--- src/rtl/checker_auto_seq.sv ---
// checker_auto_seq: auto-mode page sequencer. Walks mode_count consecutive
// pages starting at the page-aligned mode_addr. The engine is started on one
// page at a time. End, error and progress are reported on the mode_* side.
module checker_auto_seq #(
  parameter int PAGE_SHIFT = 12,
  parameter int GAP_CYCLES = 1
) (
  input  logic        sys_clk,
  input  logic        sys_rst,
  input  logic        mode_start,
  input  logic [63:0] mode_addr,
  input  logic [31:0] mode_count,
  output logic        mode_end,
  output logic        mode_error,
  output logic        mode_irq,
  input  logic        mode_ack,
  output logic [63:0] mode_data,
  output logic        pg_start,
  output logic [63:0] pg_addr,
  input  logic        pg_end,
  input  logic        pg_error,
  input  logic        pg_irq,
  output logic        pg_ack
);

  typedef enum logic [2:0] {
    S_IDLE,
    S_ISSUE,
    S_RUN,
    S_GAP,
    S_HOLD
  } state_t;

  localparam logic [63:0] STRIDE    = 64'd1 << PAGE_SHIFT;
  localparam logic [63:0] PAGE_MASK = ~(STRIDE - 64'd1);
  localparam logic [31:0] GAP_LAST  = 32'(GAP_CYCLES - 1);

  state_t      state, state_nx;
  logic [63:0] cur, cur_nx;
  logic [31:0] count_latched, count_nx;
  logic [31:0] pages_done, done_nx;
  logic [31:0] gap_cnt, gap_nx;
  logic        pg_start_nx, end_nx, error_nx;
  logic [63:0] pg_addr_nx;

  logic [64:0] cur_inc;
  logic [31:0] done_inc;

  // The 65th bit of the page step is the address wrap detect
  assign cur_inc  = {1'b0, cur} + {1'b0, STRIDE};
  assign done_inc = pages_done + 32'd1;

  // Progress word is built directly from the registered counters
  assign mode_data = {pages_done, count_latched};

  // The irq relay is only open while a page is actually running
  assign mode_irq = pg_irq & (state == S_RUN);
  assign pg_ack   = mode_ack & (state == S_RUN);

  // Next-state and next-register values; abort beats error beats page end
  always_comb begin
    state_nx    = state;
    cur_nx      = cur;
    count_nx    = count_latched;
    done_nx     = pages_done;
    gap_nx      = gap_cnt;
    pg_start_nx = pg_start;
    pg_addr_nx  = pg_addr;
    end_nx      = 1'b0;
    error_nx    = 1'b0;
    case (state)
      S_IDLE: begin
        if (mode_start) begin
          cur_nx   = mode_addr & PAGE_MASK;
          count_nx = mode_count;
          done_nx  = 32'd0;
          gap_nx   = 32'd0;
          if (mode_count == 32'd0) begin
            end_nx   = 1'b1;
            state_nx = S_HOLD;
          end else begin
            state_nx = S_ISSUE;
          end
        end
      end
      S_ISSUE: begin
        pg_addr_nx  = cur;
        pg_start_nx = 1'b1;
        state_nx    = S_RUN;
      end
      S_RUN: begin
        if (!mode_start) begin
          pg_start_nx = 1'b0;
          state_nx    = S_IDLE;
        end else if (pg_error) begin
          pg_start_nx = 1'b0;
          error_nx    = 1'b1;
          state_nx    = S_HOLD;
        end else if (pg_end) begin
          pg_start_nx = 1'b0;
          done_nx     = done_inc;
          if (done_inc == count_latched) begin
            end_nx   = 1'b1;
            state_nx = S_HOLD;
          end else if (cur_inc[64]) begin
            error_nx = 1'b1;
            state_nx = S_HOLD;
          end else begin
            cur_nx   = cur_inc[63:0];
            gap_nx   = 32'd0;
            state_nx = S_GAP;
          end
        end
      end
      S_GAP: begin
        if (!mode_start) begin
          state_nx = S_IDLE;
        end else if (gap_cnt == GAP_LAST) begin
          state_nx = S_ISSUE;
        end else begin
          gap_nx = gap_cnt + 32'd1;
        end
      end
      S_HOLD: begin
        if (!mode_start) begin
          state_nx = S_IDLE;
        end
      end
      default: begin
        state_nx    = S_IDLE;
        pg_start_nx = 1'b0;
      end
    endcase
  end

  // State and output registers with synchronous reset
  always_ff @(posedge sys_clk) begin
    if (sys_rst) begin
      state         <= S_IDLE;
      cur           <= 64'd0;
      count_latched <= 32'd0;
      pages_done    <= 32'd0;
      gap_cnt       <= 32'd0;
      pg_start      <= 1'b0;
      pg_addr       <= 64'd0;
      mode_end      <= 1'b0;
      mode_error    <= 1'b0;
    end else begin
      state         <= state_nx;
      cur           <= cur_nx;
      count_latched <= count_nx;
      pages_done    <= done_nx;
      gap_cnt       <= gap_nx;
      pg_start      <= pg_start_nx;
      pg_addr       <= pg_addr_nx;
      mode_end      <= end_nx;
      mode_error    <= error_nx;
    end
  end

endmodule

--- config.mk ---
export PLATFORM = sky130hd
export DESIGN_NAME = checker_auto_seq
export DESIGN_NICKNAME = d
export VERILOG_FILES = /design/src/rtl/checker_auto_seq.sv
export SDC_FILE = /design/constraint.sdc
export NUM_CORES = 1
export LEC_CHECK = 0
export BUFFER_PORTS_ARGS = -buffer_cell sky130_fd_sc_hd__buf_2
export CAP_MARGIN = 40
export CORE_MARGIN = 10
export CORE_UTILIZATION = 60
export DETAILED_ROUTE_END_ITERATION = 16
export GPL_TIMING_DRIVEN = 1
export MAX_ROUTING_LAYER = met4
export PLACE_DENSITY = 0.93
export SYNTH_ARGS = -nofsm -noshare
export SYNTH_HDL_FRONTEND = slang
export SYNTH_SLANG_ARGS = --single-unit
export TNS_END_PERCENT = 20
--- constraint.sdc ---
create_clock -name sys_clk -period 5.7 [get_ports sys_clk]
set_input_delay 0.855 -clock sys_clk [delete_from_list [all_inputs] [get_ports sys_clk]]
set_output_delay 0.855 -clock sys_clk [all_outputs]
set_load 0.05 [all_outputs]
==> flow_summary.yaml <==
outcome:
  status: "completed"
clock_tree:
  post_cts_resized: 0
  clk_pin_slew_ps: 60
  ctsHoldBuffers: 0
  cts_tree: "built"
  cts_root_buf: "clkbuf_16"
  post-cts-setup-buffers: 0
  cts_htree_levels: 1
  ctsLongestPathBuffers: 3
  numCtsBuffers: 22
  insertion_delay_ps: 510
  clock_sinks: 206
finish:
  fin_area_mm2: 0.0132
  fin_nets: 1799
  area_growth_pct: 15.5
  drive_gt1_share_pct: 17.3
critical_path:
  regToRegStartpoint: "pages_done[0]$_SDFFE_PP0P_"
  path_max_fanout: 77
  endpoint_kind: "register"
  path_class: "reg2reg"
  path_common_cell: "nand3_1"
  slowest_delay_ps: 720
  critPathLaunch: "pages_done[0]$_SDFFE_PP0P_"
  worst_ep_arrival_time_ps: 5020
  ff2ff_setup_slack_ps: 1080
  setup.worst_path.start_class: "register"
  path_cells: "ha_1, nand3_1, nor4_2, nand3_1, xnor2_1, nor3_1, nand4_1, nor3_4, buf_4, nor2_2, a32o_1"
  critical-path-slowest-cell: "nor4_2"
  cp.required_ps: 6100
sta:
  finalSetupViolCount: 0
  grt_setup_unrepaired: "false"
  setup_tns_ps: 0
  fin_crit_sh_pct: 81.0
  fin_skew_ps: 10.2
  hold_viol_final: 0
  slew_headroom_pct: 42.0
  holdWs_ps: 451
  slew_violations: 0
  worstMarginPinSlew_ps: 869
  fmax_mhz: 217
  finalCriticalPeriod_ps: 4620
logic_synthesis:
  yosysUniqueCellTypes: 74
  synth_ff_type: "dfxtp_1"
  synthCells: 1557
  syn_area_per_cell_um2: 7.36
  async_flop_share_pct: 0
  synth_area_mm2: 0.0115
  ys_seq_area_share_pct: 36.0
  synth_edf_count: 0
  yosysWarnings: 0
  synth_seq_cells: 206
routing:
  first_pass_iters: 8
  route.met3.wl_um: 4690
  drt-met1-wl_um: 14900
  via_count: 13000
  drc: 0
  wl_um: 38100
  dr.max_layer_used: "met4"
  drtIter0Drc: 1814
  vias_per_cell: 6.71
  final_antenna_net_count: 0
  wire_per_inst_um: 19.6
  wl_met2_um: 17200
floorplanning:
  floorplan.die.width_um: 158
  die-area_mm2: 0.0250
  ioPinCount: 236
  dieHeight_um: 158
  rows: 50
  initial_utilization_pct: 61.1
  core_mm2: 0.0188
grt:
  antenna_found_initial: 2
  grtUsageTotal_pct: 29.3
  grt_pass1_vias: 11700
  grt_overflow: 0
  grt_max_degree: 80
  grt_pass1_wl_um: 59500
job:
  maxCapViolations: 0
power_and_ir_drop:
  p_leak_nw: 4.96
  vdd_drop_max_uv: 179
  power_density_mw_per_mm2: 302
placed_design:
  post-dp-hpwl_um: 26600
  place_area_mm2: 0.0125
  place.gp.congestion: 1.03
  io_buffers: 211
worst_hold_path:
  min_from: "pg_addr[42]$_SDFFE_PP0P_"
  hold_class: "reg2reg"
routing by layer:
layer / up-vias / global-route usage [%]
met4: 0 / 11.0
met3: 138 / 6.08
met1: 6046 / 37.6
li1: 5975 / -
met5: - / -
met2: 870 / 44.5
worst paths after layout:
check                                   to  depth (start not counted)
setup / recovery      cur[45]$_SDFFE_PP0P_                         11
hold / removal    pg_addr[42]$_SDFFE_PP0P_                          2
setup reg to reg      cur[45]$_SDFFE_PP0P_                         11
hold reg to reg   pg_addr[42]$_SDFFE_PP0P_                          2
flip-flops by register name, indices dropped and copies added (netlist names):
register / cells
count_latched: 32
cur: 52
gap_cnt: 32
mode_end: 1
mode_error: 1
pages_done: 32
pg_addr: 52
pg_start: 1
state: 3
cell families (layout without fill, tap and decap cells):
logic type | count (synthesis) | after routing | share of synthesized area (%)
and+or+nand+nor | 686 | 686 | 30.2
muxes | 4 | 4 | 0.349
AOI/OAI and AO/OA | 465 | 465 | 24.3
adders and majority gates | 4 | 4 | 0.437
other | 1 | 14 | 0.0327
buffers and inverters | 150 | 289 | 5.65
DFF | 206 | 206 | 36.0
xor gates and xnor gates | 41 | 41 | 3.13
Yosys cell counts, types with 3 or more instances:
master / n / area, um^2
nor2_1: 63 / 236
nor4_1: 50 / 313
and2_1: 11 / 68.8
a22oi_1: 4 / 30.0
o21a_1: 3 / 22.5
o31a_1: 6 / 52.6
nand4b_1: 8 / 70.1
o311ai_0: 14 / 123
ha_1: 4 / 50.1
a211oi_1: 10 / 75.1
or4_1: 20 / 150
or3_1: 17 / 106
dfxtp_1: 206 / 4120
and3_1: 33 / 206
xor2_1: 13 / 114
or2_2: 6 / 37.5
o21ai_1: 5 / 25.0
clkbuf_1: 94 / 353
o22ai_1: 15 / 93.8
nand2_1: 279 / 1050
a211o_1: 3 / 26.3
and4_1: 9 / 78.8
a31oi_1: 15 / 93.8
nand2b_1: 6 / 37.5
o211ai_1: 19 / 143
xnor2_1: 28 / 245
buf_4: 16 / 120
a21oi_1: 226 / 1130
nand4_1: 37 / 231
nand3b_1: 9 / 67.6
nor3_1: 58 / 290
buf_1: 4 / 15.0
o21ai_0: 68 / 340
inv_1: 16 / 60.1
o221a_2: 4 / 45.0
buf_2: 19 / 95.1
nand3_1: 60 / 300
o31ai_1: 51 / 383
nor4b_1: 3 / 26.3
mux2i_1: 4 / 40.0
stage by stage:
stage | instances | setup slack, ps | power (mW) | util [%]
after floorplan | 1568 | 1860 | 2.30 | -
after global placement | 1895 | 1350 | 2.53 | 66.1
after detailed placement | 1902 | 1290 | 2.57 | 66.7
after CTS | 1941 | 1270 | 3.98 | 70.5
after global routing | 1943 | 880 | 4.14 | 70.5
final | 1943 | 1080 | 4.00 | 70.5
placed cells by master (no fill, tap or decap), types with 37 or more instances in the layout:
cell / instances
nand3_1: 60
nand4_1: 37
nor4_1: 49
a21oi_1: 226
dfxtp_1: 206
nor3_1: 57
o31ai_1: 51
nand2_1: 278
o21ai_0: 67
buf_2: 210
nor2_1: 63
critical path, delay by kind of cell (launching register included):
kind / cells / cell delay (ps)
xor+xnor: 1 / 190
buf+inv: 1 / 620
compound gates: 1 / 290
simple gates: 7 / 2500
fa+ha+maj: 1 / 330
flops: 1 / 510
report_power, final:
part           total (mW)  switching [mW]  internal (mW)
logic               0.913           0.655          0.258
clock network        1.43           0.586          0.849
registers            1.66           0.119           1.54
cell type report:
type / count / area (um^2)
well taps: 234 / 293
clock inverters: 4 / 47.5
inverters: 17 / 63.8
multi-input cells: 1212 / 6760
fillers: 1466 / 5530
repair buffers: 233 / 1270
clock buffers: 35 / 671
diodes: 2 / 5.00
flip-flops and latches: 206 / 4120
Note: power is estimated with default switching activity, not from simulation.
